==> src/rtl/addr_decode_ws.sv <==
// Registered base/mask address decoder for the 6502 bus.
// It drives a one-hot chip select, per-region wait states on RDY and a sticky unmapped-access flag.
module addr_decode_ws #(
    parameter int                          ADDR_W      = 16,
    parameter int                          N_REG       = 3,
    parameter int                          WAIT_W      = 4,
    parameter logic [N_REG*ADDR_W-1:0]     REGION_BASE = {16'h0000, 16'h8000, 16'h7ff0},
    parameter logic [N_REG*ADDR_W-1:0]     REGION_MASK = {16'h8000, 16'h8000, 16'hfffe},
    parameter logic [N_REG*WAIT_W-1:0]     REGION_WAIT = {4'd0, 4'd2, 4'd1}
) (
    input  logic              clk,
    input  logic              rst_n,
    input  logic [ADDR_W-1:0] addr,
    input  logic              access_start,
    input  logic [N_REG-1:0]  region_en,
    output logic [N_REG-1:0]  cs,
    output logic              rdy,
    output logic              unmapped,
    input  logic              unmapped_clr
);

    generate
        if (N_REG < 1 || ADDR_W < 1) begin : g_param_check
            $fatal(1, "addr_decode_ws: N_REG and ADDR_W must both be >= 1");
        end
    endgenerate

    logic [N_REG-1:0]  sel;
    logic [WAIT_W-1:0] sel_wait;
    logic [N_REG-1:0]  cs_q;
    logic [ADDR_W-1:0] addr_q;
    logic [WAIT_W-1:0] wait_cnt;
    logic              rdy_q;
    logic              unmapped_q;
    logic              accept;
    logic              cs_consistent;

    // Walk from the highest index down so the lowest matching index wins.
    always_comb begin
        sel      = '0;
        sel_wait = '0;
        for (int k = N_REG - 1; k >= 0; k--) begin
            if (region_en[k] &&
                ((addr & REGION_MASK[k*ADDR_W +: ADDR_W]) == REGION_BASE[k*ADDR_W +: ADDR_W])) begin
                sel      = '0;
                sel[k]   = 1'b1;
                sel_wait = REGION_WAIT[k*WAIT_W +: WAIT_W];
            end
        end
    end

    // Handshake: access_start is a one-clock request, accepted only while
    // wait_cnt==0. rdy is low for exactly the region's wait count after acceptance.
    // A request made while rdy is low is dropped.
    assign accept = access_start && (wait_cnt == '0);

    always_ff @(posedge clk or negedge rst_n) begin
        if (!rst_n) begin
            cs_q       <= '0;
            addr_q     <= '0;
            wait_cnt   <= '0;
            rdy_q      <= 1'b1;
            unmapped_q <= 1'b0;
        end else begin
            if (accept) begin
                addr_q   <= addr;
                cs_q     <= sel;
                wait_cnt <= sel_wait;
                rdy_q    <= (sel_wait == '0);
            end else if (wait_cnt != '0) begin
                wait_cnt <= wait_cnt - 1'b1;
                rdy_q    <= (wait_cnt == WAIT_W'(1));
            end else begin
                rdy_q    <= 1'b1;
            end

            // A no-match access beats a simultaneous clear.
            if (accept && (sel == '0)) begin
                unmapped_q <= 1'b1;
            end else if (unmapped_clr) begin
                unmapped_q <= 1'b0;
            end
        end
    end

    // The held chip select must always belong to the latched address.
    always_comb begin
        cs_consistent = 1'b1;
        for (int k = 0; k < N_REG; k++) begin
            if (cs_q[k] &&
                ((addr_q & REGION_MASK[k*ADDR_W +: ADDR_W]) != REGION_BASE[k*ADDR_W +: ADDR_W])) begin
                cs_consistent = 1'b0;
            end
        end
    end

    always_ff @(posedge clk) begin
        if (rst_n) begin
            assert (cs_consistent && $onehot0(cs_q));
        end
    end

    assign cs       = cs_q;
    assign rdy      = rdy_q;
    assign unmapped = unmapped_q;

endmodule

==> config.mk <==
export PLATFORM = sky130hd
export DESIGN_NAME = addr_decode_ws
export DESIGN_NICKNAME = d
export VERILOG_FILES = /design/src/rtl/addr_decode_ws.sv
export SDC_FILE = /design/constraint.sdc
export NUM_CORES = 1
export LEC_CHECK = 0
export ABC_AREA = 0
export BUFFER_PORTS_ARGS = -buffer_cell sky130_fd_sc_hd__buf_2
export CAP_MARGIN = 20
export CORE_MARGIN = 2
export CORE_UTILIZATION = 30
export CTS_CLUSTER_DIAMETER = 80
export CTS_CLUSTER_SIZE = 14
export DETAILED_ROUTE_END_ITERATION = 8
export GPL_ROUTABILITY_DRIVEN = 0
export PLACE_DENSITY_LB_ADDON = 0.05
export SYNTH_ARGS = -nofsm -noshare
export SYNTH_HDL_FRONTEND = slang
export SYNTH_SLANG_ARGS = --single-unit
export TNS_END_PERCENT = 50
==> constraint.sdc <==
create_clock -name clk -period 2.5 [get_ports clk]
set_input_delay 0.5 -clock clk [delete_from_list [all_inputs] [get_ports clk]]
set_output_delay 0.5 -clock clk [all_outputs]
set_load 0.01 [all_outputs]
==> run_results.csv, run 1 <==
group,metric,value,unit
logic_synthesis,ys_seq_area_share,44.1,%
worst_setup_path,start_kind,"register",
logic_synthesis,synthCells,46,
clock_tree,numCtsBuffers,3,
power_and_ir_drop,powerDensity,880,nW/um2
cells_and_area,fillers,160,
global_routing,antenna_found_initial,0,
clock_tree,insertion_delay,260,ps
clock_tree,post_cts_resize_count,0,
global_routing,grt_pass1_wl,1.77,mm
worst_setup_path,endpoint_kind,"register",
clock_tree,postCtsSetupRepairBufs,0,
placement,dp_hpwl,884,um
worst_setup_path,crit_arrival,1770,ps
timing,grt_setup_unrepaired,"no",
placement,io_buffer_count,26,
drt,firstDrtPassIters,4,
floorplan,ios,28,
floorplan,dieHeight,45.4,um
placement,placed_cell_area,659,um2
logic_synthesis,yosysTopAreaCellShare,39.0,%
power_and_ir_drop,peakVddDrop,0.436,mV
cells_and_area,num_antenna_cells,0,
logic_synthesis,ys_types,27,
clock_tree,hold_buffers,0,
timing,max-slew-margin-rel,66.6,%
global_routing,grt_pass1_vias,433,
run,drv_cap,0,
drt,ant_nets,0,
timing,period_share,65.2,%
status,status,"finished clean",
floorplan,die_area,2060,um2
timing,hold_violations,0,
timing,fin_ws,869,ps
logic_synthesis,ys_warn_count,0,
clock_tree,cts_sinks,9,
cells_and_area,fin_util,44.0,%
cells_and_area,area_delta_synth_final,33.7,%
logic_synthesis,synthesis.nets,72,
drt,drtIter0Drc,3,
logic_synthesis,yosys.area.top_type,"dfrtp_1",
placement,dp_slack,624,ps
global_routing,grt_util_met3,6.00,%
timing,fmax,613,MHz
cells_and_area,fin_area,686,um2
worst_setup_path,critPathKind,"register to register",
timing,worst_pin_slew,500,ps
floorplan,die_w,45.4,um
timing,finalSetupViolations,0,
timing,min_period,1630,ps
global_routing,grt_max_degree,10,
clock_tree,root_buffer,"clkbuf_4",
clock_tree,clock_path_buffers,2,
clock_tree,h-tree-depth,1,
logic_synthesis,synth-seq-cells,9,
clock_tree,clk_pin_slew,60,ps
power_and_ir_drop,p_leak,0.359,nW
global_routing,met2_usage,19.7,%
worst_setup_path,required,2640,ps
worst_hold_path,hp-class,"primary input to asynchronous set/reset pin",
timing,fin_skew,4.43,ps
power_and_ir_drop,total_power,0.604,mW
drt,vias,439,
floorplan,rows,14,
worst_setup_path,path_max_fanout,7,
clock_tree,cts_tree,"built",
drt,postRouteWirelength,1.07,mm
timing,slew_viol_final,0,
logic_synthesis,avgSynthCellArea,11.2,um2
cells_and_area,fin_nets,102,
floorplan,coreArea,1560,um2
global_routing,overflow,0,
global_routing,gr-usage-met1,14.5,%
floorplan,start_util,32.9,%
drt,wire_per_inst,11.7,um
cells_and_area,drive_gt1_share,44.0,%
timing,fin_tns_setup,0,ps
logic_synthesis,synth_area,513,um2
global_routing,grt.total_usage,12.5,%
global_routing,grt-busiest-layer,"met2",
drt,via_per_inst,4.82,
logic_synthesis,synthTopCellsByArea,"dfrtp_1 (39%), ha_1 (7.3%), dfstp_2 (5.1%)",
drt,drcViolationCount,0,
## area by class of cell
cell class | instances | area (um2) | share of cell area [%]
multi-input cells | 33 | 272 | 39.6
flip-flops and latches | 9 | 226 | 33.0
repair buffers | 26 | 130 | 19.0
clock buffers | 4 | 26.3 | 3.83
well taps | 16 | 20.0 | 2.92
inverters | 3 | 11.3 | 1.64
## power breakdown
part	switching, mW	internal (mW)
registers	0.0452	0.205
clock network	0.0495	0.0614
logic	0.116	0.127
total	0.210	0.393
## path summary, 6_finish.rpt
check / startpoint / endpoint / slack [ps] / cells past startpoint
setup / recovery: wait_cnt[0]$_DFFE_PN0P_ / cs[0]$_DFFE_PN0P_ / 870 / 4
hold / removal: rst_n / wait_cnt[0]$_DFFE_PN0P_ / 80 / 1
setup reg to reg: wait_cnt[0]$_DFFE_PN0P_ / cs[0]$_DFFE_PN0P_ / 870 / 4
hold reg to reg: unmapped$_DFFE_PN0P_ / unmapped$_DFFE_PN0P_ / 480 / 2
max in group asynchronous: rst_n / rdy$_DFF_PN1_ / 2170 / 1
min in group clk: addr[15] / cs[2]$_DFFE_PN0P_ / 460 / 2
## routing by layer
| metal | routed length [um] | part of all wire [%] |
|---|---|---|
| met1 | 509 | 48 |
| met2 | 480 | 45 |
| met3 | 67 | 6.3 |
| met4 | 10 | 0.94 |
| met5 | 0 | 0 |
## worst max-delay path, stage by stage, from the launching register on
cell and delay (ps):
dfrtp_1 410, inv_1 110, ha_1 240, nand4bb_1 340
mux2_1 420
## cells in the final DEF (no fill, tap or decap), types with 2 or more instances in the layout
cell type  instances
dfrtp_1            8
ha_1               3
nand4_1            2
nor2_1             4
inv_1              3
nand2_1            2
nor2b_1            2
clkbuf_4           3
mux2i_1            2
buf_2             26
o41ai_1            2
## cell usage after synthesis
| cell | instances |
|---|---|
| mux2i_1 | 2 |
| nor3b_1 | 1 |
| nand4_1 | 2 |
| nor4_4 | 1 |
| nor3_1 | 1 |
| xnor2_1 | 1 |
| o31ai_1 | 1 |
| dfstp_2 | 1 |
| clkbuf_1 | 1 |
| nor2_1 | 4 |
| a21o_1 | 1 |
| o221a_1 | 1 |
| or4b_4 | 1 |
| nand2_1 | 2 |
| nor2b_1 | 2 |
| o41ai_1 | 2 |
| o21ai_0 | 1 |
| inv_1 | 3 |
| and2_1 | 1 |
| nand4b_1 | 1 |
| or3_1 | 1 |
| dfrtp_1 | 8 |
| mux2_2 | 1 |
| mux2_1 | 1 |
| nand4bb_1 | 1 |
| ha_1 | 3 |
| nand2b_1 | 1 |
## flip-flops by register name, indices dropped and copies added, names as in the netlist
signal / count
wait_cnt: 4
cs: 3
rdy: 1
unmapped: 1
## stage by stage
step | std cells | hold slack, ps
3_3_place_gp | 87 | 365
4_1_cts | 91 | 84.3
3_5_place_dp | 87 | 365
2_1_floorplan | 46 | 204
6_report | 91 | 80.1
5_1_grt | 91 | 84.4
## logic make-up (layout without fill, tap and decap cells)
logic type / count (synthesis) / after routing / synth area share (%)
AOI/OAI and AO/OA: 6 / 6 / 9.51
and+or+nand+nor: 19 / 19 / 26.1
muxes: 4 / 4 / 8.29
DFF: 9 / 9 / 44.1
xor gates and xnor gates: 1 / 1 / 1.71
buffers and inverters: 4 / 33 / 2.93
adders and majority gates: 3 / 3 / 7.32
(Power assumes the default switching activity.)
==> run 2: changes to the inputs <==
==> constraint.sdc (replaced) <==
create_clock -name clk -period 1.5 [get_ports clk]
set_input_delay 0.3 -clock clk [delete_from_list [all_inputs] [get_ports clk]]
set_output_delay 0.3 -clock clk [all_outputs]
set_load 0.01 [all_outputs]
==> run_results.csv, run 2 (synthesis gave the netlist of run 1 again) <==
group,metric,value,unit
status,status,"finished clean",
placement,placedCellCount,93,
power_and_ir_drop,p_switching,0.368,mW
global_routing,grt_max_degree,10,
worst_setup_path,required,1650,ps
cells_and_area,num_antenna_cells,0,
worst_setup_path,path_common_cell,"buf_4",
global_routing,grt_pass1_vias,465,
clock_tree,clk_pin_slew,60,ps
timing,slew_viol_final,0,
timing,fin_tns_setup,0,ps
cells_and_area,fin_nets,109,
floorplan,die_area,2060,um2
timing,max-slew-margin-rel,77.2,%
cells_and_area,fin_area,741,um2
worst_setup_path,critPathBufInv,3,
cells_and_area,largest_register_ffs,4,
worst_setup_path,critPathMaxStageDelay,380,ps
worst_setup_path,crit_arrival,1560,ps
cells_and_area,final_cell_mix,"buf_2 (26), dfrtp_1 (8), buf_4 (6)",
clock_tree,root_buffer,"clkbuf_4",
placement,dp_hpwl,924,um
worst_setup_path,path_max_fanout,4,
placement,placed_cell_area,704,um2
clock_tree,post_cts_resize_count,0,
drt,postRouteWirelength,1.09,mm
power_and_ir_drop,pwr-share-clk,16.7,%
timing,whs,262,ps
worst_setup_path,endpoint_kind,"register",
clock_tree,insertion_delay,260,ps
floorplan,ios,28,
clock_tree,postCtsSetupRepairBufs,0,
cells_and_area,largest-register,"wait_cnt",
floorplan,die_w,45.4,um
drt,vias,477,
clock_tree,clock_path_buffers,2,
worst_setup_path,crit_chain,"inv_1 -> ha_1 -> buf_4 -> nor3b_1 -> buf_4 -> o221a_1",
power_and_ir_drop,netSwitchingFraction,33.3,%
timing,min_period,1410,ps
run,drv_cap,0,
timing,worst_pin_slew,340,ps
drt,drtIter0Drc,4,
global_routing,antenna_found_initial,0,
worst_setup_path,crit_slowest_cell,"dfrtp_1",
cells_and_area,fin_util,47.5,%
cells_and_area,layout_commonest_cell,"buf_2",
drt,drcViolationCount,0,
global_routing,grt.total_usage,13.6,%
worst_setup_path,crit_family,"flip-flops",
global_routing,grt_pass1_wl,1.94,mm
power_and_ir_drop,pwr-share-seq,37.2,%
power_and_ir_drop,total_power,1.10,mW
worst_hold_path,hp-class,"primary input to register",
power_and_ir_drop,p_int,0.736,mW
clock_tree,numCtsBuffers,3,
timing,finalSetupViolations,0,
clock_tree,h-tree-depth,1,
global_routing,overflow,0,
cells_and_area,area_delta_synth_final,44.4,%
placement,io_buffer_count,26,
cells_and_area,drive_gt1_share,47.6,%
drt,wire_per_inst,11.2,um
worst_setup_path,critPathKind,"register to register",
clock_tree,hold_buffers,1,
timing,fin_skew,4.76,ps
clock_tree,cts_tree,"built",
power_and_ir_drop,p_leak,0.392,nW
floorplan,dieHeight,45.4,um
clock_tree,cts_sinks,9,
timing,fmax,707,MHz
timing,fin_ws,85.1,ps
floorplan,rows,14,
power_and_ir_drop,peakVddDrop,0.662,mV
drt,firstDrtPassIters,2,
drt,via_per_inst,4.87,
power_and_ir_drop,powerDensity,1490,nW/um2
floorplan,start_util,32.9,%
floorplan,coreArea,1560,um2
placement,dp_slack,-144,ps
timing,hold_violations,0,
worst_setup_path,start_kind,"register",
cells_and_area,fin_cells,98,
drt,ant_nets,0,
power_and_ir_drop,combPwrFrac,46.1,%
timing,period_share,94.3,%
timing,grt_setup_unrepaired,"no",
[run 2: path summary, 6_finish.rpt]
kind	cells past startpoint	endpoint	slack, ps	startpoint
worst max register to register	6	wait_cnt[0]$_DFFE_PN0P_	90	wait_cnt[1]$_DFFE_PN0P_
worst min register to register	2	cs[2]$_DFFE_PN0P_	480	cs[2]$_DFFE_PN0P_
max in group asynchronous	2	rdy$_DFF_PN1_	830	rst_n
min in group asynchronous	2	wait_cnt[2]$_DFFE_PN0P_	420	rst_n
worst max-delay path	6	wait_cnt[0]$_DFFE_PN0P_	90	wait_cnt[1]$_DFFE_PN0P_
worst min-delay path	2	cs[2]$_DFFE_PN0P_	260	addr[15]
[run 2: cell type report]
cell class / instances / area [um2]
Inverter: 3 / 11.3
Sequential cell: 9 / 226
Tap cell: 16 / 20.0
Multi-Input combinational cell: 33 / 272
Fill cell: 143 / 818
Clock buffer: 4 / 26.3
Timing Repair Buffer: 33 / 185
[run 2: routing by layer]
layer  wire length [um]  up-vias  track usage [%]
li1                   -      241                -
met1                499      214             16.0
met2                505       20             21.7
met3                 78        2             6.00
met4                 10        0             5.29
met5                  0        -                0
[run 2: power by group through the flow]
stage / sequential (mW) / clock (mW) / combinational (mW)
after floorplan: 0.419 / 0 / 0.279
after CTS: 0.410 / 0.191 / 0.517
after detailed placement: 0.413 / 0 / 0.516
after global placement: 0.414 / 0 / 0.514
final: 0.411 / 0.184 / 0.509
after global routing: 0.422 / 0.206 / 0.579
